<file path="config.mk">
export PLATFORM = sky130hd
export DESIGN_NAME = uart_rx
export DESIGN_NICKNAME = d
export VERILOG_FILES = /design/src/rtl/uart_pkg.sv /design/src/rtl/sync_2ff.sv /design/src/rtl/uart_rx.sv
export SDC_FILE = /design/constraint.sdc
export NUM_CORES = 1
export LEC_CHECK = 0
export CAP_MARGIN = 15
export CORE_MARGIN = 1.5
export CORE_UTILIZATION = 60
export CTS_CLUSTER_SIZE = 30
export DETAILED_ROUTE_END_ITERATION = 6
export PLACE_DENSITY = 0.82
export SYNTH_ARGS = -nofsm -noshare
export SYNTH_HDL_FRONTEND = slang
export SYNTH_SLANG_ARGS = --single-unit
</file>
<file path="constraint.sdc">
create_clock -name i_Clock -period 4.7 [get_ports i_Clock]
set_input_delay 0.705 -clock i_Clock [delete_from_list [all_inputs] [get_ports i_Clock]]
set_output_delay 0.705 -clock i_Clock [all_outputs]
set_load 0.05 [all_outputs]
</file>
<file path="src/rtl/uart_pkg.sv">
// Frame constants and baud helper shared by the UART receiver and transmitter.
package uart_pkg;

   localparam int unsigned DATA_BITS = 8;
   localparam int unsigned STOP_BITS = 1;

   // Whole clock cycles per bit; the fractional remainder is dropped.
   function automatic int unsigned clks_per_bit(input int unsigned freq_hz,
                                                input int unsigned baud);
      return freq_hz / baud;
   endfunction

endpackage

</file>
<file path="src/rtl/sync_2ff.sv">
// Two-flop synchronizer for a single asynchronous input bit.
module sync_2ff #(
   parameter logic RESET_VAL = 1'b1
) (
   input  logic clk_i,
   input  logic rst_i,
   input  logic d_i,
   output logic q_o
);

   logic meta_q;
   logic sync_q;

   // Two-stage shift; resets to the line's idle level so reset never looks like an edge.
   always_ff @(posedge clk_i or posedge rst_i) begin
      if (rst_i) begin
         meta_q <= RESET_VAL;
         sync_q <= RESET_VAL;
      end else begin
         meta_q <= d_i;
         sync_q <= meta_q;
      end
   end

   assign q_o = sync_q;

endmodule

</file>
<file path="src/rtl/uart_rx.sv">
// UART receiver: 8N1, LSB first, mid-bit sampling, one-cycle valid / framing-error strobes.
module uart_rx
   import uart_pkg::*;
#(
   parameter int unsigned CLK_FREQ_HZ = 50_000_000,
   parameter int unsigned BAUDRATE    = 115200
) (
   input  logic       i_Clock,
   input  logic       i_Reset,
   input  logic       i_Rx_Serial,
   output logic       o_Rx_DV,
   output logic [7:0] o_Rx_Byte,
   output logic       o_Rx_Frame_Err,
   output logic       o_Rx_Active
);

   localparam int unsigned CLKS_PER_BIT = clks_per_bit(CLK_FREQ_HZ, BAUDRATE);
   localparam int unsigned HALF_BIT     = CLKS_PER_BIT / 2;
   localparam int unsigned CNT_W        = $clog2(CLKS_PER_BIT);
   localparam int unsigned IDX_W        = $clog2(DATA_BITS);

   localparam logic [CNT_W-1:0] HALF_LAST = CNT_W'(HALF_BIT - 1);
   localparam logic [CNT_W-1:0] BIT_LAST  = CNT_W'(CLKS_PER_BIT - 1);
   localparam logic [IDX_W-1:0] IDX_LAST  = IDX_W'(DATA_BITS - 1);

   typedef enum logic [2:0] {
      StIdle,
      StStart,
      StData,
      StStop,
      StCleanup,
      StWaitHigh
   } state_e;

   state_e               state_q, state_d;
   logic [CNT_W-1:0]     cnt_q, cnt_d;
   logic [IDX_W-1:0]     idx_q, idx_d;
   logic [DATA_BITS-1:0] shift_q, shift_d;
   logic [7:0]           byte_q, byte_d;
   logic                 dv_q, dv_d;
   logic                 err_q, err_d;
   logic                 active_q, active_d;
   logic                 rx_s;

   sync_2ff #(
      .RESET_VAL (1'b1)
   ) u_sync (
      .clk_i (i_Clock),
      .rst_i (i_Reset),
      .d_i   (i_Rx_Serial),
      .q_o   (rx_s)
   );

   // State and datapath registers.
   always_ff @(posedge i_Clock or posedge i_Reset) begin
      if (i_Reset) begin
         state_q  <= StIdle;
         cnt_q    <= '0;
         idx_q    <= '0;
         shift_q  <= '0;
         byte_q   <= 8'h00;
         dv_q     <= 1'b0;
         err_q    <= 1'b0;
         active_q <= 1'b0;
      end else begin
         state_q  <= state_d;
         cnt_q    <= cnt_d;
         idx_q    <= idx_d;
         shift_q  <= shift_d;
         byte_q   <= byte_d;
         dv_q     <= dv_d;
         err_q    <= err_d;
         active_q <= active_d;
      end
   end

   // Next-state logic: strobes default low so each lasts exactly one cycle.
   always_comb begin
      state_d  = state_q;
      cnt_d    = cnt_q;
      idx_d    = idx_q;
      shift_d  = shift_q;
      byte_d   = byte_q;
      dv_d     = 1'b0;
      err_d    = 1'b0;
      active_d = active_q;

      case (state_q)
         StIdle: begin
            cnt_d = '0;
            idx_d = '0;
            if (!rx_s) begin
               state_d = StStart;
            end
         end

         StStart: begin
            if (cnt_q == HALF_LAST) begin
               cnt_d = '0;
               // Still low at mid-start: genuine start bit, otherwise a glitch.
               if (!rx_s) begin
                  active_d = 1'b1;
                  state_d  = StData;
               end else begin
                  state_d = StIdle;
               end
            end else begin
               cnt_d = cnt_q + CNT_W'(1);
            end
         end

         StData: begin
            if (cnt_q == BIT_LAST) begin
               cnt_d          = '0;
               shift_d[idx_q] = rx_s;
               if (idx_q == IDX_LAST) begin
                  idx_d   = '0;
                  state_d = StStop;
               end else begin
                  idx_d = idx_q + IDX_W'(1);
               end
            end else begin
               cnt_d = cnt_q + CNT_W'(1);
            end
         end

         StStop: begin
            if (cnt_q == BIT_LAST) begin
               cnt_d = '0;
               if (rx_s) begin
                  byte_d  = shift_q;
                  dv_d    = 1'b1;
                  state_d = StCleanup;
               end else begin
                  err_d   = 1'b1;
                  state_d = StWaitHigh;
               end
            end else begin
               cnt_d = cnt_q + CNT_W'(1);
            end
         end

         StCleanup: begin
            active_d = 1'b0;
            state_d  = StIdle;
         end

         // A low stop bit may be a break or a stuck line; wait for idle before rearming.
         StWaitHigh: begin
            active_d = 1'b0;
            if (rx_s) begin
               state_d = StIdle;
            end
         end

         default: begin
            state_d = StIdle;
         end
      endcase
   end

   assign o_Rx_DV        = dv_q;
   assign o_Rx_Byte      = byte_q;
   assign o_Rx_Frame_Err = err_q;
   assign o_Rx_Active    = active_q;

endmodule

</file>
[After elaboration in Yosys (flattened, before gate mapping)]
Index checks and enable logic that the tools add are counted.
Widths: inputs -> output; s select.
Cells by class
  muxes and demuxes: 27
  $lt $le $gt $ge: 2
  add/sub/neg operators: 2
  reductions and logical operators: 12
  equal/unequal tests: 15
Operator list (count)
  $pmux 9 s3: 1
  $mux 3: 8
  $mux 9: 2
  $pmux 3 s5: 1
  $ne 2x2->1 const B: 6
  $mux 1: 10
  $add 9x1->9 const B: 1
  $eq 3x3->1 const B: 3
  $eq 9x8->1 const B: 1
  $eq 9x9->1 const B: 1
  $bwmux 8: 1
  $eq 3x2->1 const B: 2
  $pmux 3 s2: 1
  $reduce_and 3->1: 2
  $reduce_and 6->1: 1
  $lt 3x4->1 const B: 1
  $reduce_and 2->1: 2
  $reduce_bool 2->1: 2
  $reduce_or 2->1: 2
  $add 3x1->3 const B: 1
  $demux 1 s3: 1
  $eq 3x1->1 const B: 1
  $ge 3x1->1 const B: 1
  $logic_not 3->1: 1
  other kinds (5): 5
Storage, ports and cells
  register bits after elaboration: 36
  bits of input ports: 3
  output and inout port bits: 11

[Longest topological paths before layout]
Gate-level depths: netlist (run 1).
  depth after elaboration: 5
  depth in mapped cells: 7

[Hierarchy]
From an unflattened synthesis (run 1), not the netlist that was laid out.
Second synthesis, totals
  cells, all modules: 165
  area, all modules: 1849.3 µm²
Modules (own cells, without submodules)
  uart_rx: instances 1, sequential area each 850.8 µm², area each 1793.0 µm², cells an instance 162
  sync_2ff: instances 1, sequential area each 52.6 µm², area each 56.3 µm², cells an instance 3

[Worst setup path before layout (run 1)]
OpenSTA, ideal clock, no wires.
  kind: register -> register
  start: reg cnt_q[1]
  end: reg byte_q[0], in the netlist o_Rx_Byte[0]
  cell stages (with the launch flop): 7
  clock period less this slack: 1763 ps
  data arrival time: 1639 ps
  slack: 2937 ps
  library setup time: 125 ps
  cell sequence: dfrtp_1 inv_1 ha_1 and4bb_2 nand2_4 nor3_4 mux2_2
On the way
  cells in the longest elaborated chain, start to end: 2
RTL lines
  start: declaration: RTL line uart_rx.sv:36  | logic [CNT_W-1:0] cnt_q, cnt_d;
  start signal: assignment: RTL line uart_rx.sv:67  | cnt_q <= cnt_d;
  $eq 9x9->1: RTL line uart_rx.sv:128  | if (cnt_q == BIT_LAST) begin
  $reduce_and 3->1 (no source line)
  end signal: assignment: RTL line uart_rx.sv:70  | byte_q <= byte_d;
  end: declaration: RTL line uart_rx.sv:39  | logic [7:0] byte_q, byte_d;
No other way between the ends.
A chain may end at the register's enable or synchronous reset.

[Worst setup path in the final report (run 1)]
  start: reg byte_q[7], in the netlist o_Rx_Byte[7]
  end: out o_Rx_Byte[7]
RTL lines
  end: declaration: RTL line uart_rx.sv:12  | output logic [7:0] o_Rx_Byte,
No word-level cell between the ends.

==> results of run 1 <==
[how the worst min path moves through the flow]
stage,startpoint,to,slack [ns],cells after the start
global route,u_sync.meta_q$_DFF_PP1_,u_sync.q_o$_DFF_PP1_,0.37,0
finish,u_sync.meta_q$_DFF_PP1_,u_sync.q_o$_DFF_PP1_,0.36,0
floorplan,u_sync.meta_q$_DFF_PP1_,u_sync.q_o$_DFF_PP1_,0.35,0
detailed placement,u_sync.meta_q$_DFF_PP1_,u_sync.q_o$_DFF_PP1_,0.35,0
global placement,u_sync.meta_q$_DFF_PP1_,u_sync.q_o$_DFF_PP1_,0.35,0
CTS,u_sync.meta_q$_DFF_PP1_,u_sync.q_o$_DFF_PP1_,0.36,0
[state kept, by name (all words and copies together), names as in the netlist]
signal / count
u_sync.meta_q: 1
cnt_q: 9
state_q: 3
o_Rx_DV: 1
o_Rx_Byte: 8
idx_q: 3
u_sync.q_o: 1
o_Rx_Frame_Err: 1
o_Rx_Active: 1
shift_q: 8
[worst reg2reg max path: stages, from the launching register on]
cell      delay (ns)
dfrtp_1         0.63
nand2b_1        0.35
and3b_1         0.47
nand4b_1        0.17
mux2_2          0.31
[synthesized netlist by cell type, drive strengths merged (2+ instances only)]
cell	number	share of area
nor2b	2	0.0069
clkbuf	6	0.013
mux2	17	0.10
nand3	8	0.022
nand4	3	0.010
dfstp	2	0.029
and3b	2	0.0096
nor2	4	0.0082
o21a	5	0.021
dfrtp	34	0.47
nand2	7	0.020
a21oi	3	0.0082
nor3	5	0.020
nand2b	3	0.010
inv	6	0.012
a221o	2	0.011
a21o	3	0.012
xor2	3	0.014
a22o	2	0.0096
ha	5	0.034
buf	3	0.013
o21ai	3	0.0082
nand4b	6	0.032
[report_power, final]
group          internal [W]    total, W  switching, W
combinational    0.00000244  0.00000922    0.00000678
sequential         0.000311    0.000313    0.00000141
clock              0.000111    0.000220      0.000109
[cell families (layout without fill, tap and decap cells)]
family | count (synthesis) | after routing | synth area share
and+or+nand+nor | 48 | 48 | 0.177
DFF | 36 | 36 | 0.495
AOI/OAI and AO/OA | 28 | 28 | 0.131
muxes | 17 | 17 | 0.105
buffers and inverters | 15 | 28 | 0.0384
adders and majority gates | 5 | 5 | 0.0343
xor gates and xnor gates | 4 | 4 | 0.0192
[cells in the final DEF, fill, tap and decap left out, types with 2 or more instances in the layout]
cell type        Yosys  layout
dfrtp_1             34      34
mux2_2              17      17
clkdlybuf4s50_1      0      13
nand3_1              8       8
inv_1                6       6
nand2_1              5       5
o21a_1               5       5
nand4b_1             5       5
ha_1                 5       5
clkbuf_4             0       5
nor3_1               4       4
nor2_1               4       4
nand2b_1             3       3
nand4_1              3       3
a21o_1               3       3
o21ai_0              3       3
xor2_1               3       3
a21oi_1              3       3
and3b_1              2       2
nor2b_1              2       2
a22o_1               2       2
a221o_1              2       2
dfstp_2              2       2
[cell type report]
| class | count | area, µm² |
|---|---|---|
| Tap cell | 31 | 38.8 |
| Inverter | 6 | 22.5 |
| Clock buffer | 5 | 37.5 |
| Multi-Input combinational cell | 102 | 851 |
| Timing Repair Buffer | 14 | 138 |
| Fill cell | 197 | 796 |
| Sequential cell | 36 | 903 |
| Clock inverter | 3 | 42.5 |
[per-stage QoR]
stage	cell area (µm²)	util	power [W]
2_1_floorplan	1820	-	0.000324
3_3_place_gp	1950	0.690	0.000328
3_5_place_dp	1950	0.690	0.000328
4_1_cts	2030	0.719	0.000545
5_1_grt	2030	0.719	0.000560
6_report	2030	0.719	0.000542
[metal layers]
layer | GRT usage | up-vias
met3 | 0.0513 | 7
met5 | 0 | -
met4 | 0.120 | 0
li1 | - | 589
met1 | 0.323 | 607
met2 | 0.315 | 37
==> impl_metrics.tcl, run 1 <==
set metrics [dict create \
    grt_pass1_vias 1210 \
    place_inst 189 \
    numClockSinks 36 \
    finalMaxSlewViolations 0 \
    grt_setup_unrepaired "false" \
    numCtsBuffers 5 \
    tritoncts "done" \
    ioPinCount 14 \
    drt_iter0_drc 55 \
    fp.dieH_um 58.1 \
    setup.worst_path.start "o_Rx_Byte[7]$_DFFE_PP0P_" \
    vias 1240 \
    antennaDiodeCount 0 \
    wl_met3_um 135 \
    tightest_slew_ns 0.636 \
    worstPathCellList "clkdlybuf4s50_1" \
    crit_arrival_ns 1.54 \
    worst_setup_path_end_kind "output port" \
    grt_max_degree 37 \
    max_stage_delay_ns 0.81 \
    status "completed" \
    post_cts_buffers 0 \
    clk_path_buf_depth 2 \
    layout_setup_ws_ns 2.45 \
    ctsHtreeMaxLevel 2 \
    critPathCapture "o_Rx_Byte[7]" \
    dpl.hpwl_mm 2.29 \
    highest_layer "met4" \
    hold_slack_ns 0.362 \
    async_flop_share 1.00 \
    slew_headroom 0.576 \
    viasPerCell 6.29 \
    worstSkewPairLatency_ns 0.34 \
    ir_worst_vdd_mv 0.317 \
    pre_cts_ws_ns 2.66 \
    fmax_mhz 445 \
    hold_path_class "flop to flop" \
    clk_pin_slew_ns 0.12 \
    fin_crit_sh 0.478 \
    critPathTopFamily "buffers and inverters" \
    clock_skew_ns 0.00552 \
    post_cts_resized 0 \
    period_minus_slack_ns 2.25 \
    worstReg2RegEnd "shift_q[1]$_DFFE_PP0P_" \
    first_pass_iters 6 \
    core_um2 2830 \
    cp_num_buf_inv 1 \
    layout-drive-gt1-share 0.229 \
    startpoint_type "flop" \
    die_x_um 58.1 \
    r2r-start "state_q[2]$_DFFE_PP0P_" \
    cp.depth 1 \
    critPathRequiredTime_ns 3.99 \
    antenna_found_initial 0 \
    yosys_warnings 0 \
    seq_area_frac_synth 0.495 \
    setup_viol 0 \
    wl_per_cell_um 16.8 \
    r2r_cells 4 \
    wl_mm 3.31 \
    finalHoldViolCount 0 \
    worstSetupPathType "flop to output port" \
    synth.distinct_cells 49 \
    hold_buffers 0 \
    clk_root_buffer_cell "clkbuf_4" \
    grt_overflow 0 \
    place_congestion 0.810 \
    rows 19 \
    port_buffers 13 \
    powerDensity_nw_per_um2 267 \
    met1_length_mm 1.57 \
    grtUsageTotal 0.224 \
    die_area_um2 3380 \
    cp_max_fo 2 \
    drc 0 \
    synth_edf_count 0 \
    synthFlopType "dfrtp_1" \
    synth.avg_cell_area_um2 11.9 \
    area_growth_pct 11.5 \
    cap_violations 0 \
    syn_area_um2 1820 \
    grt_pass1_wl_mm 5.60 \
    slowest_stage "clkdlybuf4s50_1" \
    synthCells 153 \
    ant_nets 0 \
    setup_tns_ns 0 \
    start_util 0.645 \
    ys_seq_elements 36 \
    syn-num-nets 161 \
    fin_cells 197 \
    wl_met2_mm 1.54 \
    p_leak_nw 0.975 \
    r2r_setup_slack_ns 2.67 \
    nNetsFinal 173 \
]
Power figures use the tool's default switching activity.
==> inputs of run 2 (changes only) <==
CORE_UTILIZATION = 57   (was 60)
PLACE_DENSITY = 0.78   (was 0.82)
clock period = 2.3 ns   (was 4.7 ns; I/O delays follow)
==> impl_metrics.tcl, run 2 (synthesis results as in run 1) <==
set metrics [dict create \
    port_buffers 13 \
    ctsHtreeMaxLevel 2 \
    critPathRequiredTime_ns 2.52 \
    grtUsageTotal 0.207 \
    grt_setup_unrepaired "false" \
    die_x_um 59.6 \
    first_pass_iters 4 \
    worstSetupPathType "flop to flop" \
    start_util 0.598 \
    fmax_mhz 508 \
    setup_tns_ns 0 \
    wl_per_cell_um 15.3 \
    cp_num_buf_inv 1 \
    nNetsFinal 175 \
    tritoncts "done" \
    worstPathCellList "inv_1 > ha_1 > and4bb_2 > nand2_4 > nor3_4 > mux2_2" \
    rows 20 \
    finalHoldViolCount 0 \
    wl_mm 3.24 \
    worst_setup_path_end_kind "flop" \
    layout-drive-gt1-share 0.226 \
    cp_max_fo 8 \
    drt_iter0_drc 33 \
    grt_pass1_vias 1218 \
    critPathTopFamily "simple AND/OR/NAND/NOR gates" \
    numClockSinks 36 \
    startpoint_type "flop" \
    final_cell_mix "dfrtp_1 (34), mux2_2 (17), clkdlybuf4s50_1 (13)" \
    numCtsBuffers 5 \
    slew_headroom 0.668 \
    clock_skew_ns 0.0135 \
    setup_viol 0 \
    powerDensity_nw_per_um2 476 \
    ant_nets 0 \
    place_congestion 0.834 \
    die_area_um2 3550 \
    post_cts_buffers 0 \
    max_stage_delay_ns 0.43 \
    place_inst 204 \
    crit_arrival_ns 2.19 \
    dpl.hpwl_mm 2.29 \
    p_leak_nw 0.974 \
    viasPerCell 5.78 \
    ir_worst_vdd_mv 0.372 \
    largest_reg_flops 9 \
    grt_pass1_wl_mm 5.55 \
    grt_max_degree 37 \
    grt_overflow 0 \
    hold_path_class "flop to flop" \
    area_growth_pct 11.5 \
    hold_buffers 0 \
    fin_cells 212 \
    top_register "cnt_q" \
    antennaDiodeCount 0 \
    period_minus_slack_ns 1.97 \
    clk_path_buf_depth 2 \
    slowest_stage "dfrtp_1" \
    status "completed" \
    post_cts_resized 0 \
    layout_commonest_cell "dfrtp_1" \
    ioPinCount 14 \
    core_um2 3050 \
    finalMaxSlewViolations 0 \
    antenna_found_initial 0 \
    clk_root_buffer_cell "clkbuf_4" \
    clk_pin_slew_ns 0.10 \
    fp.dieH_um 59.6 \
    vias 1225 \
    p_total_w 0.000969 \
    drc 0 \
    r2r_setup_slack_ns 0.33 \
    worstSkewPairLatency_ns 0.33 \
    fin_crit_sh 0.856 \
    tightest_slew_ns 0.497 \
    cap_violations 0 \
]
-- run 2: cell types whose count changed in the layout (fill, tap and decap cells not counted) --
cell        before  now
buf_4            1    3
clkbuf_1         0    2
bufinv_16        1    0
clkinvlp_4       1    0
-- run 2: cell type report --
class	count	area [µm²]
clock inverter	1	5.00
timing repair buffer	16	153
sequential	36	903
inverter	6	22.5
tap	44	55.1
clock buffer	7	45.0
multi-input combinational	102	851
fill	267	1020
-- run 2: through the flow --
stage	hold slack [ns]	worst slack [ns]	instance area, µm²	utilization
CTS	0.367	0.299	2030	0.666
global route	0.372	0.200	2030	0.666
detailed placement	0.352	0.308	1980	0.650
global placement	0.347	0.385	1980	0.650
finish	0.364	0.330	2030	0.666
floorplan	0.345	0.537	1820	-
-- run 2: path summary, 6_finish.rpt --
path / to / depth (start not counted) / start
min in group asynchronous: o_Rx_Byte[0]$_DFFE_PP0P_ / 3 / i_Reset
setup reg to reg: o_Rx_Byte[3]$_DFFE_PP0P_ / 6 / cnt_q[1]$_DFFE_PP0P_
setup / recovery: o_Rx_Byte[3]$_DFFE_PP0P_ / 6 / cnt_q[1]$_DFFE_PP0P_
hold reg to reg: u_sync.q_o$_DFF_PP1_ / 0 / u_sync.meta_q$_DFF_PP1_
hold / removal: u_sync.q_o$_DFF_PP1_ / 0 / u_sync.meta_q$_DFF_PP1_
max in group asynchronous: u_sync.q_o$_DFF_PP1_ / 3 / i_Reset
-- run 2: routing by layer --
metal | global-route usage | share of wire | vias up
met4 | 0.0794 | 0.012 | 0
met2 | 0.372 | 0.53 | 13
met1 | 0.242 | 0.43 | 618
li1 | - | - | 589
met5 | 0 | 0 | -
met3 | 0.0393 | 0.022 | 5
-- run 2: power by group --
group | internal (W) | leakage, nW | switching [W]
Clock | 0.000119 | 0.0293 | 0.000191
Combinational | 0.00000499 | 0.463 | 0.0000138
Sequential | 0.000636 | 0.481 | 0.00000325
==> inputs of run 3 (changes only) <==
CTS_CLUSTER_SIZE = not set   (was 30)
==> results of run 3 <==
Same layout as run 2: the final DEF is identical, and so are final timing and power.
